`src/rtl/wavlet_post.sv`:
```
// Thresholds, rounds and saturates the wavelet detail/approximation pair, then buffers it for the consumer.
// Latency: 3 cycles from in_valid to out_valid on an empty FIFO, one pair per cycle sustained.
// Backpressure: none upstream (the filter cannot stall); pairs arriving at a full FIFO are dropped and counted.
//
// Ports:
//   clk, rst            clock and synchronous active-high reset
//   in_valid, hd_in, ld_in, thr
//                       input pair (21-bit signed) and 20-bit unsigned threshold
//   out_valid, out_ready, out_hd, out_ld
//                       show-ahead FIFO head (16-bit signed) with valid/ready handshake
//   level               FIFO occupancy
//   drop_cnt, ovf       saturating drop counter and sticky overflow flag
//
// Build option: define WAVLET_THR_SOFT_EN for soft thresholding (shrink by thr);
// leave it undefined for hard thresholding (keep hd as-is above thr).

module wavlet_post #(
    parameter int SHIFT = 4,
    parameter int DEPTH = 8
) (
    input  logic                       clk,
    input  logic                       rst,
    input  logic                       in_valid,
    input  logic signed [20:0]         hd_in,
    input  logic signed [20:0]         ld_in,
    input  logic [19:0]                thr,
    output logic                       out_valid,
    input  logic                       out_ready,
    output logic signed [15:0]         out_hd,
    output logic signed [15:0]         out_ld,
    output logic [$clog2(DEPTH):0]     level,
    output logic [15:0]                drop_cnt,
    output logic                       ovf
);

    localparam int AW = $clog2(DEPTH);
    localparam int LW = AW + 1;
    localparam logic [LW-1:0]     FULL_LVL = LW'(DEPTH);
    localparam logic signed [21:0] RND     = 22'sd1 <<< (SHIFT - 1);
    localparam logic signed [21:0] SAT_MAX = 22'sd32767;
    localparam logic signed [21:0] SAT_MIN = -22'sd32768;

    typedef struct packed {
        logic signed [15:0] hd;
        logic signed [15:0] ld;
    } pair_t;

    // Round half toward +inf, then clamp to the 16-bit signed range.
    function automatic logic signed [15:0] round_sat(input logic signed [21:0] x);
        logic signed [21:0] y;
        y = (x + RND) >>> SHIFT;
        if (y > SAT_MAX) begin
            return 16'sh7fff;
        end else if (y < SAT_MIN) begin
            return 16'sh8000;
        end else begin
            return y[15:0];
        end
    endfunction

    // ------------------------------------------------------------------
    // Stage 1: capture the pair and precompute |hd|
    // ------------------------------------------------------------------
    logic               s1_vld;
    logic signed [20:0] s1_hd;
    logic signed [20:0] s1_ld;
    logic [19:0]        s1_thr;
    logic [20:0]        s1_abs;
    logic [20:0]        abs_in;

    // 21 unsigned bits hold |-2^20| = 2^20 exactly.
    always_comb begin
        abs_in = hd_in[20] ? 21'(-hd_in) : hd_in;
    end

    always_ff @(posedge clk) begin
        if (rst) begin
            s1_vld <= 1'b0;
        end else begin
            s1_vld <= in_valid;
        end
        if (in_valid) begin
            s1_hd  <= hd_in;
            s1_ld  <= ld_in;
            s1_thr <= thr;
            s1_abs <= abs_in;
        end
    end

    // ------------------------------------------------------------------
    // Stage 2: threshold the detail channel, round/saturate both channels
    // ------------------------------------------------------------------
    logic signed [21:0] thr_res;
`ifdef WAVLET_THR_SOFT_EN
    logic [20:0]        mag;
`endif

    always_comb begin
        thr_res = '0;
`ifdef WAVLET_THR_SOFT_EN
        mag = s1_abs - {1'b0, s1_thr};
`endif
        if (s1_abs > {1'b0, s1_thr}) begin
`ifdef WAVLET_THR_SOFT_EN
            thr_res = s1_hd[20] ? -$signed({1'b0, mag}) : $signed({1'b0, mag});
`else
            thr_res = {s1_hd[20], s1_hd};
`endif
        end
    end

    logic  s2_vld;
    pair_t s2_dat;

    always_ff @(posedge clk) begin
        if (rst) begin
            s2_vld <= 1'b0;
        end else begin
            s2_vld <= s1_vld;
        end
        if (s1_vld) begin
            s2_dat.hd <= round_sat(thr_res);
            s2_dat.ld <= round_sat({s1_ld[20], s1_ld});
        end
    end

    // ------------------------------------------------------------------
    // Show-ahead FIFO. A full FIFO still accepts a push when the head is
    // popped at the same edge, so a streaming consumer never causes drops.
    // ------------------------------------------------------------------
    pair_t          mem [DEPTH];
    logic [AW-1:0]  wr_ptr;
    logic [AW-1:0]  rd_ptr;
    logic [LW-1:0]  cnt;
    logic           fifo_full;
    logic           pop;
    logic           wr_rdy;
    logic           push;
    logic           drop;
    pair_t          head;

    always_comb begin
        out_valid = (cnt != '0);
        fifo_full = (cnt == FULL_LVL);
        pop       = out_valid && out_ready;
        wr_rdy    = !fifo_full || pop;
        push      = s2_vld && wr_rdy;
        drop      = s2_vld && !wr_rdy;
        head      = mem[rd_ptr];
    end

    always_ff @(posedge clk) begin
        if (push) begin
            mem[wr_ptr] <= s2_dat;
        end
    end

    always_ff @(posedge clk) begin
        if (rst) begin
            wr_ptr <= '0;
            rd_ptr <= '0;
            cnt    <= '0;
        end else begin
            if (push) begin
                wr_ptr <= wr_ptr + 1'b1;
            end
            if (pop) begin
                rd_ptr <= rd_ptr + 1'b1;
            end
            case ({push, pop})
                2'b10:   cnt <= cnt + 1'b1;
                2'b01:   cnt <= cnt - 1'b1;
                default: cnt <= cnt;
            endcase
        end
    end

    // Head storage is not reset, so force zeros while the FIFO is empty.
    assign out_hd = out_valid ? head.hd : '0;
    assign out_ld = out_valid ? head.ld : '0;
    assign level  = cnt;

    // ------------------------------------------------------------------
    // Drop accounting
    // ------------------------------------------------------------------
    always_ff @(posedge clk) begin
        if (rst) begin
            drop_cnt <= '0;
            ovf      <= 1'b0;
        end else if (drop) begin
            if (drop_cnt != 16'hffff) begin
                drop_cnt <= drop_cnt + 1'b1;
            end
            ovf <= 1'b1;
        end
    end

endmodule

```
`config.mk`:
```
export PLATFORM = sky130hd
export DESIGN_NAME = wavlet_post
export DESIGN_NICKNAME = d
export VERILOG_FILES = /design/src/rtl/wavlet_post.sv
export SDC_FILE = /design/constraint.sdc
export NUM_CORES = 1
export LEC_CHECK = 0
export CORE_MARGIN = 8
export CORE_UTILIZATION = 45
export DETAILED_ROUTE_END_ITERATION = 10
export MAX_ROUTING_LAYER = met4
export PLACE_DENSITY_LB_ADDON = 0.2
export SYNTH_ARGS = -nofsm -noshare
export SYNTH_HDL_FRONTEND = slang
export SYNTH_SLANG_ARGS = --single-unit
```
`constraint.sdc`:
```
create_clock -name clk -period 6.1 [get_ports clk]
set_clock_uncertainty 0.2 [all_clocks]
set_input_delay 0.61 -clock clk [delete_from_list [all_inputs] [get_ports clk]]
set_output_delay 0.61 -clock clk [all_outputs]
set_load 0.02 [all_outputs]
```
==> results of run 1 <==
==> final timing paths <==
path	slack [ns]	depth (start not counted)	to	startpoint
max	1.94	5	out_hd[13]	register
min	0.27	2	ovf	ovf
max reg2reg	2.01	13	s2_dat[17]	s1_abs[19]
min reg2reg	0.27	2	ovf	ovf
==> per-layer routing <==
layer  global-route usage  wire [µm]  share of wire
met3               0.0295       1490          0.047
met1                0.204      14300           0.45
met5                    -          0              0
met2                0.252      15400           0.49
met4               0.0347        508          0.016
==> worst max-delay path: stages (launching register included) <==
cell             delay, ns
dfxtp_2               0.98
buf_4                 0.53
mux4_2                0.37
mux2i_1               0.29
nor2_1                0.07
clkdlybuf4s50_1       0.55
==> logic make-up (layout without fill, tap and decap cells) <==
group / Yosys count / count (layout) / synth area share
flip-flops: 397 / 397 / 0.715
AND/OR/NAND/NOR: 221 / 221 / 0.0667
multiplexers: 98 / 98 / 0.110
AO/OA/AOI/OAI: 97 / 97 / 0.0354
buffers and inverters: 74 / 244 / 0.0177
XOR/XNOR: 59 / 59 / 0.0318
adder cells (fa/ha/maj): 30 / 30 / 0.0236
==> final cells by class <==
cell class	instances	area (µm²)	share of cell area
Sequential cell	397	11600	0.604
Timing Repair Buffer	130	1260	0.0658
Multi-Input combinational cell	505	4370	0.227
Tap cell	461	577	0.0300
Clock buffer	56	1140	0.0596
Inverter	41	154	0.00801
Clock inverter	17	101	0.00527
==> sequential cells by signal, indices dropped and copies added, names as in the netlist, named ones only <==
signal,count
wr_ptr,3
rd_ptr,3
ovf,1
s1_abs,20
s1_ld,18
mem,256
s2_vld,1
s1_thr,20
s1_hd,19
s1_vld,1
drop_cnt,16
s2_dat,32
level,4
==> report_power, final <==
group	leakage [nW]	total (mW)	internal (mW)	switching, mW
clock	0.611	2.31	1.35	0.957
sequential	3.61	3.23	3.10	0.128
combinational	2.01	1.22	0.605	0.619
==> cells in the final DEF, fill, tap and decap left out, types with 11 or more instances in the layout <==
master           count
edfxtp_1           365
clkdlybuf4s50_1    115
nor2_1              81
mux4_2              64
clkbuf_16           43
inv_1               41
a21oi_1             36
xnor2_1             35
mux2i_1             34
nand2_1             33
o21ai_0             30
ha_1                29
dfxtp_1             29
nand3_1             25
xor2_1              24
nand4_1             15
buf_4               15
clkbuf_1            11
==> results_dict.tcl, run 1 <==
set metrics [dict create \
    status "complete, no violations" \
    holdWs_ns 0.267 \
    nets 1212 \
    netlist.area_leader.share 0.676 \
    cts_buffers 41 \
    synthCells 976 \
    powerDensity_mw_per_mm2 352 \
    yosysWarnings 0 \
    finalNonFillerCells 1607 \
    synth-main-ff-cell "edfxtp_1" \
    critPathKind "reg2out" \
    place_worst_setup_slack_ns 2.05 \
    critPathMaxFanout 37 \
    hold_viol_final 0 \
    syn_to_final_growth_pct 18.4 \
    slew_viol_final 0 \
    fin_ws_ns 1.94 \
    grt_pass1_vias 8659 \
    clockBufferDepth 3 \
    vdd_drop_max_mv 0.338 \
    finalSetupViolCount 0 \
    routabilityCongestion 0.791 \
    die_h_um 206 \
    core_region_area_mm2 0.0356 \
    fmax_ghz 0.240 \
    cts_resized 0 \
    ys_seq_area_frac 0.715 \
    via_per_inst 5.26 \
    yosysUniqueCellTypes 50 \
    yosys-top-cells-area "edfxtp_1, mux4_2, dfxtp_1" \
    tightest_slew_ns 1.11 \
    cts.clk_slew.worst_paths_ns 0.06 \
    grt_usage 0.156 \
    period_needed_ns 4.16 \
    rsz0062_at_grt "no" \
    hp-class "reg2reg" \
    grt_max_degree 79 \
    hpwl_um 19100 \
    num_io_pins 120 \
    timing.slew.headroom 0.257 \
    critPathLaunchType "register" \
    drt_iter0_drc 361 \
    antenna_found_initial 0 \
    cp.arrival_ns 3.35 \
    cap_violations 0 \
    crit_required_ns 5.29 \
    placed_area_mm2 0.0180 \
    power_mw 6.76 \
    synth.most_common_cell "edfxtp_1" \
    syn_area_per_cell_um2 16.6 \
    holdBufCountCts 0 \
    drc 0 \
    p_leak_nw 6.23 \
    numClockSinks 397 \
    synth_edf_count 365 \
    cts_tree "built" \
    ant_nets 0 \
    die_w_um 206 \
    wl_um 31700 \
    final.setup.tns_ns 0 \
    finalCritPeriodShare 0.682 \
    post_cts_buffers 0 \
    grt_overflow 0 \
    synth_common_cells "edfxtp_1, nor2_1, mux4_2, inv_1, a21oi_1" \
    ys_ff_latch 397 \
    cts_max_level 2 \
    grt_pass1_wl_um 49300 \
    antennaDiodeCount 0 \
    fp.dieArea_mm2 0.0424 \
    async_flop_share 0 \
    drive_above_1_share 0.134 \
    critPathCaptureType "primary output" \
    yosys.area.top_type "edfxtp_1" \
    vias 8455 \
    nFillCells 2859 \
    wl_per_cell_um 19.7 \
    dr.pass1.iters 4 \
    utilization 0.540 \
    io_buffer_count 116 \
    synth_area_mm2 0.0162 \
    syn-num-nets 1072 \
    initial_core_util 0.456 \
    clk_latency_ns 0.53 \
    fin_area_mm2 0.0192 \
    row_count 69 \
    dp.cells 1534 \
    clockRootBuffer "clkbuf_16" \
]
Power figures use the tool's default switching activity.
==> run 2: changes to the inputs <==
clock period = 3.6 ns   (was 6.1 ns; I/O delays follow)
==> run 2 against run 1 <==
  * Non-clock buffer count rose by 21
  * Worst setup slack got worse by 1.8 ns
  * Sequential cell count is the same
  * First-iteration DRC count is 3.6% higher
  * Register-to-register slack lost 1.9 ns
  * Die area is the same
  * Combinational power up 80%
  * Final cell count is 1.7% higher
  * Largest power group unchanged
==> results_dict.tcl, run 2 (same netlist as run 1, synthesis figures left out) <==
set metrics [dict create \
    status "complete, no violations" \
    wl_met1_um 14300 \
    fin_area_mm2 0.0198 \
    top_register "mem" \
    critPathLaunchType "register" \
    ant_nets 0 \
    critPathKind "reg2reg" \
    clockRootBuffer "clkbuf_16" \
    final.setup.tns_ns 0 \
    grt_pass1_vias 8899 \
    syn_to_final_growth_pct 21.9 \
    hold_viol_final 0 \
    finalCritPeriodShare 0.958 \
    wl_met3_um 1340 \
    io_buffer_count 116 \
    drc 0 \
    drt_iter0_drc 374 \
    critPathMaxFanout 5 \
    antenna_found_initial 0 \
    cp.arrival_ns 3.52 \
    grt_usage 0.157 \
    hpwl_um 19900 \
    vdd_drop_max_mv 0.612 \
    fin_ws_ns 0.150 \
    via_per_inst 5.28 \
    die_w_um 206 \
    num_io_pins 120 \
    vias 8632 \
    nFillCells 2871 \
    cts_buffers 43 \
    layout.cells.most_common "edfxtp_1" \
    cts.clk_slew.worst_paths_ns 0.06 \
    numClockSinks 397 \
    dr_wl_met2_um 15700 \
    largest_reg_flops 256 \
    cap_violations 0 \
    crit_required_ns 3.67 \
    dr.pass1.iters 5 \
    grt_pass1_wl_um 50200 \
    reg.largest.list "mem (256), s2_dat (32)" \
    timing.slew.headroom 0.334 \
    finalSetupViolCount 0 \
    top_layer "met4" \
    tightest_slew_ns 0.999 \
    initial_core_util 0.456 \
    grt_overflow 0 \
    layout_common_cells "edfxtp_1, clkdlybuf4s50_1, nor2_1" \
    critPathCaptureType "register" \
    core_region_area_mm2 0.0356 \
    grt_max_degree 79 \
    row_count 69 \
    clk_latency_ns 0.53 \
    antennaDiodeCount 0 \
    drive_above_1_share 0.171 \
    place_worst_setup_slack_ns -0.0302 \
    p_leak_nw 6.48 \
    period_needed_ns 3.45 \
    hp-class "in2reg" \
    power_mw 12.3 \
    die_h_um 206 \
    cts_max_level 2 \
    placed_area_mm2 0.0182 \
    slew_viol_final 0 \
    clockBufferDepth 3 \
    cts_tree "built" \
    nets 1236 \
    fmax_ghz 0.290 \
    powerDensity_mw_per_mm2 621 \
    routabilityCongestion 0.761 \
    wl_um 32000 \
    fp.dieArea_mm2 0.0424 \
    wl_per_cell_um 19.6 \
]
## run 2: layout make-up
cell class	instances	area, µm²	share of cell area
timing repair buffer	151	1470	0.0744
tap	461	577	0.0292
inverter	41	154	0.00778
clock inverter	28	375	0.0190
clock buffer	50	1140	0.0579
multi-input combinational	506	4440	0.225
sequential	397	11600	0.587
## run 2: timing repair
action	CTS	global route
pin swaps	1	8
gates resized for setup	3	7
hold buffers	0	0
buffers inserted	1	2
gates cloned	0	1
setup endpoints to repair	2	15
## run 2: routing by layer
| layer | vias to the layer above | track usage |
|---|---|---|
| li1 | 4113 | - |
| met1 | 4272 | 0.203 |
| met2 | 191 | 0.253 |
| met3 | 56 | 0.0282 |
| met4 | 0 | 0.0416 |
| met5 | - | - |
## run 2: path summary, 6_finish.rpt
kind / depth (start not counted) / from / endpoint / slack [ns]
hold reg to reg: 1 / s1_vld / s2_vld / 0.27
setup reg to reg: 14 / s1_abs[14] / s2_dat[17] / 0.15
hold / removal: 1 / ld_in[3] / s1_ld[3] / 0.18
setup / recovery: 14 / s1_abs[14] / s2_dat[17] / 0.15
## run 2: power by group
| part | switching, mW | internal (mW) | leakage [nW] |
|---|---|---|---|
| combinational | 1.12 | 1.08 | 2.12 |
| sequential | 0.162 | 5.26 | 3.61 |
| clock | 1.73 | 2.93 | 0.748 |
## run 2: critical path: stages, from the launching register on
cell	delay, ns
edfxtp_1	0.42
ha_4	0.29
nand4_1	0.15
or4_4	0.56
or2_4	0.25
nand2_1	0.07
nor2_1	0.04
ha_2	0.20
nand3_2	0.07
nor4_2	0.04
buf_4	0.15
a211o_1	0.27
nor2b_1	0.15
o31ai_1	0.24
o21ai_1	0.10
## run 2: through the flow
stage | cells | utilization | hold WS, ns
CTS | 1631 | 0.554 | 0.156
finish | 1634 | 0.556 | 0.181
global route | 1634 | 0.556 | 0.162
detailed placement | 1552 | 0.511 | 0.269
global placement | 1552 | 0.511 | 0.251
floorplan | 976 | - | 0.259
